<file path="config.mk">
export PLATFORM = sky130hd
export DESIGN_NAME = fpu_cmd_issuer
export DESIGN_NICKNAME = d
export VERILOG_FILES = /design/src/rtl/fpu_cmd_issuer.sv
export SDC_FILE = /design/constraint.sdc
export NUM_CORES = 1
export LEC_CHECK = 0
export ABC_CLOCK_PERIOD_IN_PS = 5050
export CORE_MARGIN = 1
export CORE_UTILIZATION = 49
export CTS_CLUSTER_DIAMETER = 150
export DETAILED_ROUTE_END_ITERATION = 10
export MAX_ROUTING_LAYER = met4
export PLACE_DENSITY_LB_ADDON = 0.1
export SLEW_MARGIN = 20
export SYNTH_ARGS = -nofsm -noshare
export SYNTH_HDL_FRONTEND = slang
export SYNTH_SLANG_ARGS = --single-unit
</file>
<file path="constraint.sdc">
create_clock -name i_clk -period 5.05 [get_ports i_clk]
set_input_delay 1.01 -clock i_clk [delete_from_list [all_inputs] [get_ports i_clk]]
set_output_delay 1.01 -clock i_clk [all_outputs]
set_load 0.03 [all_outputs]
</file>
<file path="src/rtl/fpu_cmd_issuer.sv">
// FPU command issuer: queues host commands, issues them one at a time to the FPU,
// and returns tagged results (or a qNaN timeout response) in issue order.
module fpu_cmd_issuer #(
  parameter int DEPTH   = 4,
  parameter int TIMEOUT = 255
) (
  input  logic        i_clk,
  input  logic        i_rst,
  input  logic        i_cmd_valid,
  output logic        o_cmd_ready,
  input  logic [2:0]  i_cmd_mode,
  input  logic [63:0] i_cmd_op1,
  input  logic [63:0] i_cmd_op2,
  input  logic [3:0]  i_cmd_tag,
  output logic        o_fpu_enable,
  output logic [2:0]  o_fpu_mode,
  output logic [63:0] o_fpu_operand_1,
  output logic [63:0] o_fpu_operand_2,
  input  logic [63:0] i_fpu_result,
  input  logic        i_fpu_done,
  output logic        o_rsp_valid,
  input  logic        i_rsp_ready,
  output logic [63:0] o_rsp_result,
  output logic [3:0]  o_rsp_tag,
  output logic        o_rsp_timeout,
  output logic        o_busy
);
  localparam int AW = (DEPTH > 1) ? $clog2(DEPTH) : 1;
  localparam int CW = $clog2(DEPTH + 1);
  localparam int WW = $clog2(TIMEOUT + 1);
  localparam logic [CW-1:0] FULL    = CW'(DEPTH);
  localparam logic [WW-1:0] WD_LAST = WW'(TIMEOUT - 1);
  localparam logic [63:0]   QNAN    = 64'hFFF8_0000_0000_0000;

  typedef enum logic [2:0] {
    S_IDLE  = 3'd0,
    S_ISSUE = 3'd1,
    S_WAIT  = 3'd2,
    S_RESP  = 3'd3,
    S_GAP   = 3'd4
  } state_t;

  state_t r_state;
  state_t w_next;

  logic [2:0]    r_mem_mode [DEPTH];
  logic [63:0]   r_mem_op1  [DEPTH];
  logic [63:0]   r_mem_op2  [DEPTH];
  logic [3:0]    r_mem_tag  [DEPTH];
  logic [AW-1:0] r_wr_ptr;
  logic [AW-1:0] r_rd_ptr;
  logic [CW-1:0] r_count;

  logic [2:0]    r_fpu_mode;
  logic [63:0]   r_fpu_op1;
  logic [63:0]   r_fpu_op2;
  logic [3:0]    r_iss_tag;
  logic [WW-1:0] r_wd;
  logic          r_rsp_valid;
  logic [63:0]   r_rsp_result;
  logic [3:0]    r_rsp_tag;
  logic          r_rsp_timeout;

  logic w_push;
  logic w_pop;

  // cmd_ready comes from the registered count only, so a full FIFO refuses even while popping
  assign o_cmd_ready = (r_count != FULL);
  assign w_push      = i_cmd_valid & o_cmd_ready;
  assign w_pop       = (r_state == S_IDLE) && (r_count != '0);

  always_ff @(posedge i_clk) begin
    if (i_rst) begin
      r_state <= S_IDLE;
    end else begin
      r_state <= w_next;
    end
  end

  always_comb begin
    w_next = r_state;
    unique case (r_state)
      S_IDLE:  if (r_count != '0) w_next = S_ISSUE;
      S_ISSUE: w_next = S_WAIT;
      S_WAIT:  if (i_fpu_done || (r_wd == WD_LAST)) w_next = S_RESP;
      S_RESP:  if (i_rsp_ready) w_next = S_GAP;
      S_GAP:   w_next = S_IDLE;
      default: w_next = S_IDLE;
    endcase
  end

  always_comb begin
    o_fpu_enable = (r_state == S_ISSUE);
    o_busy       = (r_state != S_IDLE) || (r_count != '0);
  end

  always_ff @(posedge i_clk) begin
    if (i_rst) begin
      r_wr_ptr <= '0;
      r_rd_ptr <= '0;
      r_count  <= '0;
    end else begin
      if (w_push) r_wr_ptr <= r_wr_ptr + AW'(1);
      if (w_pop)  r_rd_ptr <= r_rd_ptr + AW'(1);
      case ({w_push, w_pop})
        2'b10:   r_count <= r_count + CW'(1);
        2'b01:   r_count <= r_count - CW'(1);
        default: r_count <= r_count;
      endcase
    end
  end

  always_ff @(posedge i_clk) begin
    if (w_push) begin
      r_mem_mode[r_wr_ptr] <= i_cmd_mode;
      r_mem_op1[r_wr_ptr]  <= i_cmd_op1;
      r_mem_op2[r_wr_ptr]  <= i_cmd_op2;
      r_mem_tag[r_wr_ptr]  <= i_cmd_tag;
    end
  end

  // The FPU-facing registers double as issue registers: loaded at pop, held until the next pop.
  always_ff @(posedge i_clk) begin
    if (i_rst) begin
      r_fpu_mode    <= '0;
      r_fpu_op1     <= '0;
      r_fpu_op2     <= '0;
      r_iss_tag     <= '0;
      r_wd          <= '0;
      r_rsp_valid   <= 1'b0;
      r_rsp_result  <= '0;
      r_rsp_tag     <= '0;
      r_rsp_timeout <= 1'b0;
    end else begin
      case (r_state)
        S_IDLE: begin
          if (w_pop) begin
            r_fpu_mode <= r_mem_mode[r_rd_ptr];
            r_fpu_op1  <= r_mem_op1[r_rd_ptr];
            r_fpu_op2  <= r_mem_op2[r_rd_ptr];
            r_iss_tag  <= r_mem_tag[r_rd_ptr];
          end
        end
        S_ISSUE: r_wd <= '0;
        S_WAIT: begin
          r_wd <= r_wd + WW'(1);
          if (i_fpu_done) begin
            r_rsp_result  <= i_fpu_result;
            r_rsp_timeout <= 1'b0;
            r_rsp_tag     <= r_iss_tag;
            r_rsp_valid   <= 1'b1;
          end else if (r_wd == WD_LAST) begin
            r_rsp_result  <= QNAN;
            r_rsp_timeout <= 1'b1;
            r_rsp_tag     <= r_iss_tag;
            r_rsp_valid   <= 1'b1;
          end
        end
        S_RESP: if (i_rsp_ready) r_rsp_valid <= 1'b0;
        default: ;
      endcase
    end
  end

  assign o_fpu_mode      = r_fpu_mode;
  assign o_fpu_operand_1 = r_fpu_op1;
  assign o_fpu_operand_2 = r_fpu_op2;
  assign o_rsp_valid     = r_rsp_valid;
  assign o_rsp_result    = r_rsp_result;
  assign o_rsp_tag       = r_rsp_tag;
  assign o_rsp_timeout   = r_rsp_timeout;
endmodule

</file>
* After elaboration in Yosys (flattened, before gate mapping)
Memories as Yosys holds them, arrays and structs flattened. A register that Yosys moved wholly into a read port is not among the register bits. Index checks and enable logic that the tools add are counted. Widths: inputs -> output; s select.
Word-level totals: register bits 88, RAM bits 540, bits of input ports 204, output and inout bits 204, logic and storage cells 61, memories kept 4
Memory list:
- r_mem_op1 | words 4, width 64, rd ports 1, clocked after Yosys merged registers in 1, write ports 1, RTL line 47 | logic [63:0] r_mem_op1 [DEPTH];
- r_mem_op2 | words 4, width 64, rd ports 1, clocked after Yosys merged registers in 1, write ports 1, RTL line 48 | logic [63:0] r_mem_op2 [DEPTH];
- r_mem_tag | words 4, width 4, rd ports 1, clocked after Yosys merged registers in 1, write ports 1, RTL line 49 | logic [3:0] r_mem_tag [DEPTH];
- r_mem_mode | words 4, width 3, rd ports 1, clocked after Yosys merged registers in 1, write ports 1, RTL line 46 | logic [2:0] r_mem_mode [DEPTH];
Operators by class: add/subtract/negate cells 5, equal/unequal tests 11, mux-type cells 17, bitwise gates (word level) 1, reductions and logical operators 14
Operators with widths (number):
- $mux 64 | 2
- $pmux 8 s2 | 1
- $pmux 3 s4 | 1
- $mux 3 | 3
- $add 8x1->8 const B | 1
- $eq 8x8->1 const B | 1
- $mux 4 | 2
- $reduce_bool 2->1 | 4
- $eq 3x2->1 const B | 2
- $mux 1 | 6
- $ne 3x3->1 const B | 2
- $pmux 3 s2 | 1
- $reduce_and 3->1 | 2
- $reduce_bool 3->1 | 2
- $add 2x1->2 const B | 2
- $ne 2x2->1 const B | 2
- $reduce_and 2->1 | 2
- $add 3x1->3 const B | 1
- $eq 3x1->1 const B | 1
- $logic_not 3->1 | 1
- $sub 3x1->3 const B | 1
- $eq 2x1->1 const B | 1
- $eq 2x2->1 const B | 1
- $logic_or 1x1->1 | 2
- other kinds (4) | 4

* Logic depth before layout (Yosys ltp)
Gate-level depths: netlist (run 1).
word-level depth 4, gate-level depth with buffers 10, depth with buffers taken out 9

* Least setup slack after synthesis (run 1)
OpenSTA, ideal clock, no wires.
path type in2reg, start point in i_cmd_valid, end point mem r_mem_mode[3][0], enable pin, library setup time 511 ps, arrival 4427 ps, data required time 4539 ps, slack 111 ps, stages on the path 2, path buffers 1, cells stage by stage buf_1 -> and3_1
Between the ends: cells in the longest elaborated chain, start to end 3
Ends and longest elaborated chain:
- from (decl) | RTL line 9 | input logic i_cmd_valid,
- $and 1x1->1 | RTL line 69 | assign w_push = i_cmd_valid & o_cmd_ready;
- $mux 1 | RTL line 114 | if (w_push) begin
- $mux 1 (not written as such) | RTL line 115 | r_mem_mode[r_wr_ptr] <= i_cmd_mode;
- to (decl) | RTL line 46
No other way between the ends.

* Final worst setup path (run 1)
start point reg r_state[0], end point out o_busy
Between the ends: cells in the longest elaborated chain, start to end 2
Ends and longest elaborated chain:
- from (decl) | RTL line 43 | state_t r_state;
- from (signal assigned) | RTL line 76 | r_state <= w_next;
- $reduce_bool 3->1 | RTL line 94 | o_busy = (r_state != S_IDLE) || (r_count != '0);
- $logic_or 1x1->1 | RTL line 94
- to (decl) | RTL line 26 | output logic o_busy
No other way between the ends.

==> impl_results.md, run 1 <==
- Fraction of layout cells with a size suffix above 1: 0.139
- Leak: 11.3 nW
- Crit-path cells: nor3_4 > buf_4 > nand2_1 > clkdlybuf4s50_1
- Most frequent cells in the layout: edfxtp_1, clkdlybuf4s50_1, a21oi_1
- Fill cells: 4203
- Clock latency on the worst-skew pair: 0.61 ns
- Max_cap viols: 0
- Largest net degree at the start of global routing: 84
- Layout Cells excl Fill: 2968
- First-pass GRT wire length: 103 mm
- Clock buffer count from CTS: 78
- Vias in the first global route: 17386
- Final wirelength: slightly below 70 mm
- Max incr delay on CP: 0.64 ns
- Postcts setup bufs: 0
- Die height: between 200 and 250 um
- Area of the multi-input gates: 7010 um2
- Pwr/cell area: 577 nW/um2
- RR Startpoint: r_state[0]$_SDFFE_PP0P_
- Worst-path fanout max: 42
- Slew Viols, Final: 0
- Tmin final: 3.66 ns
- DRT antenna net count: 0
- Syn_nets: 1985
- CP arrival: 2.65 ns
- # DRC: 0
- Hold Path Stages: 2
- CP startpoint kind: flip-flop
- Die area: 58800 um2
- Detailed placer's ending HPWL: 40.3 mm
- Sequential element share of the synthesized area: 0.729
- Max Clk Rate: 274 MHz
- Final Hold Fails: 0
- CTS clock-pin slew for the worst setup and hold paths: 0.06 ns
- Global route overflow: 0
- Primary FF master, synth: edfxtp_1
- Critical-path top delay cell: clkdlybuf4s50_1
- Initial antenna violation count: 10
- Worst Max-Slew Pin Slew: 0.949 ns
- # rows: 87
- Critical path origin: r_state[0]$_SDFFE_PP0P_
- Port Buffers: 407
- RD Place Congestion: 0.817
- Clock Skew: 0.0222 ns
- Pre-antenna DRT Iters: 5
- Post-CTS resize count: 0
- Dpl cells: 2814
- Hold-fix buffers, CTS: 0
- CTS Sinks: between 700 and 800
- GRT Total Usage: 0.237
- Post-synthesis cell area: 28400 um2
- DR WL/cell: 23.0 um
- H-tree depth: 3
- Synth Area per Inst: 16.0 um2
- I/O pin cnt: 408
- Worst EP required: 4.04 ns
- Final setup fails: 0
- Post-Syn Instances: 1773
- DR vias: 17042
- Core ar.: 56800 um2
- #FFs+latches synth: 763
- Max clock buf depth: 3
- Initial Utilization: 0.499
- CP Class: reg -> out
- Min Hold Slack: 0.463 ns
- Hold Path Class: reg -> reg
- RSZ-0062 raised after global routing: no
- Crit. End Element: output port
- CTS tree: done
- R2r worst-path depth: 10
- Initial detailed-routing violation count: 945
- HP Start: o_rsp_result[54]$_SDFFE_PP0P_
- Sum Neg Setup Slack: 0 ns
- Ys Warns: 0
- Slew Limit Headroom: 0.367
- EDFF count, synth: 540
- Post-route cell area: 35700 um2
- Asr flop ratio synth: 0
- Worst vdd ir: 0.440 mV
- Status: completed
- Area grow syn2layout: 25.8%
- Final period util: 0.724
- DP Area: ~33000 um2
- Distinct cells, synth: 43
- Root Buffer: clkbuf_16
- Reg area: 20700 um2
- Die Width: around 240 um
- Vias per cell: 5.74
- Commonest non-fill, non-tap cell in the layout: edfxtp_1
- Nets: 2350
routing by layer:
metal | up-vias | routed length, um | track usage | share of wire
met5 | - | 0 | - | 0
met4 | 0 | 1490 | 0.0770 | 0.022
met1 | 8680 | 27700 | 0.292 | 0.41
met3 | 79 | 4220 | 0.0473 | 0.062
li1 | 7753 | - | - | -
met2 | 530 | 34800 | 0.393 | 0.51
area by class of cell:
type | instances | share of cell area
Timing Repair Buffer | 438 | 0.123
Antenna cell | 10 | 0.000701
Clock buffer | 110 | 0.0627
Multi-Input combinational cell | 833 | 0.197
Clock inverter | 34 | 0.00838
Sequential cell | 763 | 0.580
Inverter | 24 | 0.00253
Tap cell | 756 | 0.0265
kinds of logic (layout without fill, tap and decap cells):
kind of cell | after synthesis | in the layout | synth area share
AOI/OAI and AO/OA | 481 | 481 | 0.0930
xor gates and xnor gates | 2 | 2 | 0.000618
adders and majority gates | 8 | 8 | 0.00379
buffers and inverters | 177 | 606 | 0.0258
DFF | 763 | 763 | 0.729
muxes | 138 | 138 | 0.108
other | 0 | 10 | 0
and+or+nand+nor | 204 | 204 | 0.0392
worst max-delay path: cells and delay by family, from the launching register on:
kind | cells | cell delay (ns)
simple gates | 2 | 0.41
buf+inv | 2 | 1.17
flops | 1 | 0.44
cells in the mapped netlist (2+ instances only):
master / count / area, um2
edfxtp_1: 540 / 16200
clkbuf_1: 99 / 372
nand4_1: 14 / 87.6
mux4_2: 135 / 3040
nor2_1: 6 / 22.5
a31oi_1: 2 / 12.5
and4_1: 2 / 17.5
buf_1: 10 / 37.5
nand2_1: 6 / 22.5
buf_2: 41 / 205
o21ai_0: 138 / 691
a22o_1: 4 / 35.0
or3_1: 5 / 31.3
inv_1: 24 / 90.1
a21o_1: 3 / 22.5
a211oi_1: 54 / 405
ha_1: 7 / 87.6
nor2b_1: 4 / 25.0
nand2b_1: 2 / 12.5
or3b_2: 2 / 17.5
nand3_1: 141 / 706
buf_4: 2 / 15.0
xor2_1: 2 / 17.5
o221ai_1: 13 / 114
or4_1: 2 / 15.0
a21oi_1: 261 / 1310
mux2_2: 3 / 33.8
nor3b_1: 5 / 37.5
nor3_2: 3 / 30.0
dfxtp_1: 223 / 4460
o311ai_0: 2 / 17.5
and3_1: 7 / 43.8
worst paths after layout:
check | end | slack (ns)
max | o_busy | 1.39
min | o_rsp_result[54]$_SDFFE_PP0P_ | 0.46
max reg2reg | r_count[2]$_SDFFE_PP0P_ | 1.99
min reg2reg | o_rsp_result[54]$_SDFFE_PP0P_ | 0.46
state kept, by name (all words and copies together), names as in the netlist, 4 cells and up:
name,cells
r_mem_mode,12
o_fpu_operand_1,64
r_mem_tag,16
r_mem_op1,256
r_iss_tag,4
o_rsp_tag,4
r_mem_op2,256
r_wd,8
o_rsp_result,64
o_fpu_operand_2,64
report_power, final:
group / switching, W / internal [W]
logic: 0.00419 / 0.00255
registers: 0.000528 / 0.00767
clock network: 0.00234 / 0.00331
total: 0.00706 / 0.0135
stage by stage:
stage / utilization / worst slack, ns / total power, W
6_report: 0.628 / 1.39 / 0.0206
3_5_place_dp: 0.583 / 1.71 / 0.0151
2_1_floorplan: - / 0.111 / 0.0126
5_1_grt: 0.628 / 1.21 / 0.0215
4_1_cts: 0.627 / 1.29 / 0.0208
3_3_place_gp: 0.583 / 1.72 / 0.0150
No activity file was read; power rests on OpenSTA's default activity.
==> run 2, diff against run 1 <==
--- a/config.mk
+++ b/config.mk
@@ -5,9 +5,9 @@
 export SDC_FILE = /design/constraint.sdc
 export NUM_CORES = 1
 export LEC_CHECK = 0
-export ABC_CLOCK_PERIOD_IN_PS = 5050
+export ABC_CLOCK_PERIOD_IN_PS = 3700
 export CORE_MARGIN = 1
-export CORE_UTILIZATION = 49
+export CORE_UTILIZATION = 54
 export CTS_CLUSTER_DIAMETER = 150
 export DETAILED_ROUTE_END_ITERATION = 10
 export MAX_ROUTING_LAYER = met4
==> constraint.sdc (replaced) <==
create_clock -name i_clk -period 3.7 [get_ports i_clk]
set_input_delay 0.74 -clock i_clk [delete_from_list [all_inputs] [get_ports i_clk]]
set_output_delay 0.74 -clock i_clk [all_outputs]
set_load 0.03 [all_outputs]
==> impl_results.md, run 2 (synthesis gave the netlist of run 1 again) <==
- Slew Limit Headroom: 0.247 (-0.120)
- Most frequent cells in the layout: edfxtp_1, clkdlybuf4s50_1, a21oi_1
- Leak: 11.4 nW (+0.28%)
- # rows: 83 (-4.6%)
- Switch Pwr: 0.00953 W (+35%)
- Cell Int Power: 0.0184 W (+36%)
- Dpl cells: 2745 (-2.5%)
- Crit. End Element: output port
- CP startpoint kind: flip-flop
- Postcts setup bufs: 0 (unchanged)
- Max clock buf depth: 3 (unchanged)
- Max Clk Rate: 294 MHz
- Post-route cell area: 35700 um2 (about the same)
- Met2 usage: 0.424 (+0.0318)
- Root Buffer: clkbuf_16
- Sum Neg Setup Slack: 0 ns (unchanged)
- Fraction of layout cells with a size suffix above 1: 0.135 (-0.00400)
- H-tree depth: 3 (unchanged)
- CTS Sinks: 763 (unchanged)
- I/O pin cnt: 408 (unchanged)
- DR vias: 17307 (+1.6%)
- Clock Skew: 0.0199 ns (-0.00233 ns)
- Sw Ratio: 0.341 (-0.00190)
- Stages on the worst setup path: 3 (-1)
- CTS clock-pin slew for the worst setup and hold paths: 0.06 ns (about the same)
- Final wirelength: 68.6 mm (+0.56%)
- Status: completed
- Final setup fails: 0 (unchanged)
- Tmin final: 3.40 ns
- Worst Max-Slew Pin Slew: 1.13 ns (+0.181 ns)
- CP Class: reg -> out
- Area grow syn2layout: 25.9% (about the same)
- Final Hold Fails: 0 (unchanged)
- Initial Utilization: 0.549 (+0.0504)
- CTS tree: done
- First-pass GRT wire length: 103 mm (+0.19%)
- Core ar.: 51600 um2 (-9.2%)
- Max_cap viols: 0 (unchanged)
- RSZ-0062 raised after global routing: no
- Flop pwr share: 0.399 (about the same)
- Vias in the first global route: 17381 (-0.029%)
- Hold-fix buffers, CTS: 0 (unchanged)
- DR WL/cell: 23.6 um (+2.7%)
- GRT Total Usage: 0.264 (+0.0272)
- Crit-path cells: or3b_2 > inv_1 > clkdlybuf4s50_1
- Initial detailed-routing violation count: 1233 (+30%)
- Worst vdd ir: 0.596 mV (+35%)
- Worst path buffer plus inverter count: 2 (unchanged)
- Tot Pwr: 0.0280 W (+36%)
- Final period util: 0.920
- Hold Path Stages: 2 (unchanged)
- Global route overflow: 0 (unchanged)
- Die area: 53400 um2 (-9.2%)
- Commonest non-fill, non-tap cell in the layout: edfxtp_1
- Layout Cells excl Fill: 2905 (-2.1%)
- Slew Viols, Final: 0 (unchanged)
- Pre-antenna DRT Iters: 5 (unchanged)
- Top flop regs: r_mem_op1 x256, r_mem_op2 x256
- RD Place Congestion: 0.829 (+1.5%)
- Largest net degree at the start of global routing: 138 (+64%)
- GR met3 Demand/Resource: 0.0598 (+0.0125)
- R2r worst-path depth: 9 (-1)
- Worst EP required: 2.96 ns (-1.08 ns)
- # DRC: 0 (unchanged)
- Port Buffers: 407 (unchanged)
- Worst path top cell family by delay: buffers and inverters
- Logic gate share of total power: 0.332 (+0.005)
- DRT antenna net count: 0 (unchanged)
- Nets: 2356 (+0.26%)
- Initial antenna violation count: 17 (+7)
- Die height: 231 um (-4.7%)
- Worst-path fanout max: 12 (-71%)
- DP Area: 33200 um2 (+0.25%)
- Clock network fraction of total power: 0.269 (-0.005)
- Critical-path top delay cell: clkdlybuf4s50_1
- Clock latency on the worst-skew pair: 0.61 ns (about the same)
- Max incr delay on CP: 0.72 ns (+0.08 ns)
- Clock buffer count from CTS: 77 (-1.3%)
- GR peak layer: met2
- Detailed placer's ending HPWL: 41.3 mm (+2.6%)
- Vias per cell: 5.96 (+3.8%)
- Hold Path Class: reg -> reg
- GRT met1 Usage: 0.327 (+0.0352)
- Pwr/cell area: 783 nW/um2 (+36%)
- Die Width: 231 um (-4.7%)
- CP arrival: 2.66 ns (about the same)
- Post-CTS resize count: 0 (unchanged)
## run 2: worst paths after layout
path,endpoint,slack (ns),start
max reg2reg,r_count[2]$_SDFFE_PP0P_,1.17,r_state[0]$_SDFFE_PP0P_
min reg2reg,o_rsp_result[55]$_SDFFE_PP0P_,0.47,o_rsp_result[55]$_SDFFE_PP0P_
min,o_rsp_result[55]$_SDFFE_PP0P_,0.47,o_rsp_result[55]$_SDFFE_PP0P_
max,o_fpu_enable,0.30,r_state[0]$_SDFFE_PP0P_
## run 2: final cells by class
type / instances / area, um2
tap: 680 / 851
multi-input combinational: 833 / 7010
inverter: 24 / 90.1
timing repair buffer: 445 / 4560
clock buffer: 119 / 2240
sequential: 763 / 20700
antenna: 17 / 42.5
clock inverter: 24 / 218
fill: 3529 / 15900
## run 2: per-stage QoR
| stage | worst slack (ns) | hold WS [ns] | utilization |
|---|---|---|---|
| after floorplan | 0.513 | 0.471 | - |
| after global placement | 0.947 | 0.445 | 0.643 |
| after detailed placement | 0.915 | 0.457 | 0.643 |
| after CTS | 0.259 | 0.468 | 0.691 |
| after global routing | 0.191 | 0.478 | 0.692 |
| final | 0.297 | 0.465 | 0.692 |
## run 2: worst min-delay path: cells and delay by family, from the launching register on
family,cells,cell delay [ns]
DFF,1,0.32
buffers and inverters,1,0.05
AOI/OAI and AO/OA,1,0.05
## run 2: power by group through the flow
stage / sequential, W / clock [W] / combinational [W]
floorplan: 0.0124 / 0 / 0.00474
global placement: 0.0113 / 0 / 0.00927
detailed placement: 0.0113 / 0 / 0.00934
CTS: 0.0112 / 0.00765 / 0.00938
global route: 0.0113 / 0.00797 / 0.00994
finish: 0.0112 / 0.00751 / 0.00929
## run 2: layer usage
metal  up-vias  wire length, um
li1       7778                -
met1      8798            27600
met2       617            34100
met3       114             4700
met4         0             2150
met5         -                0
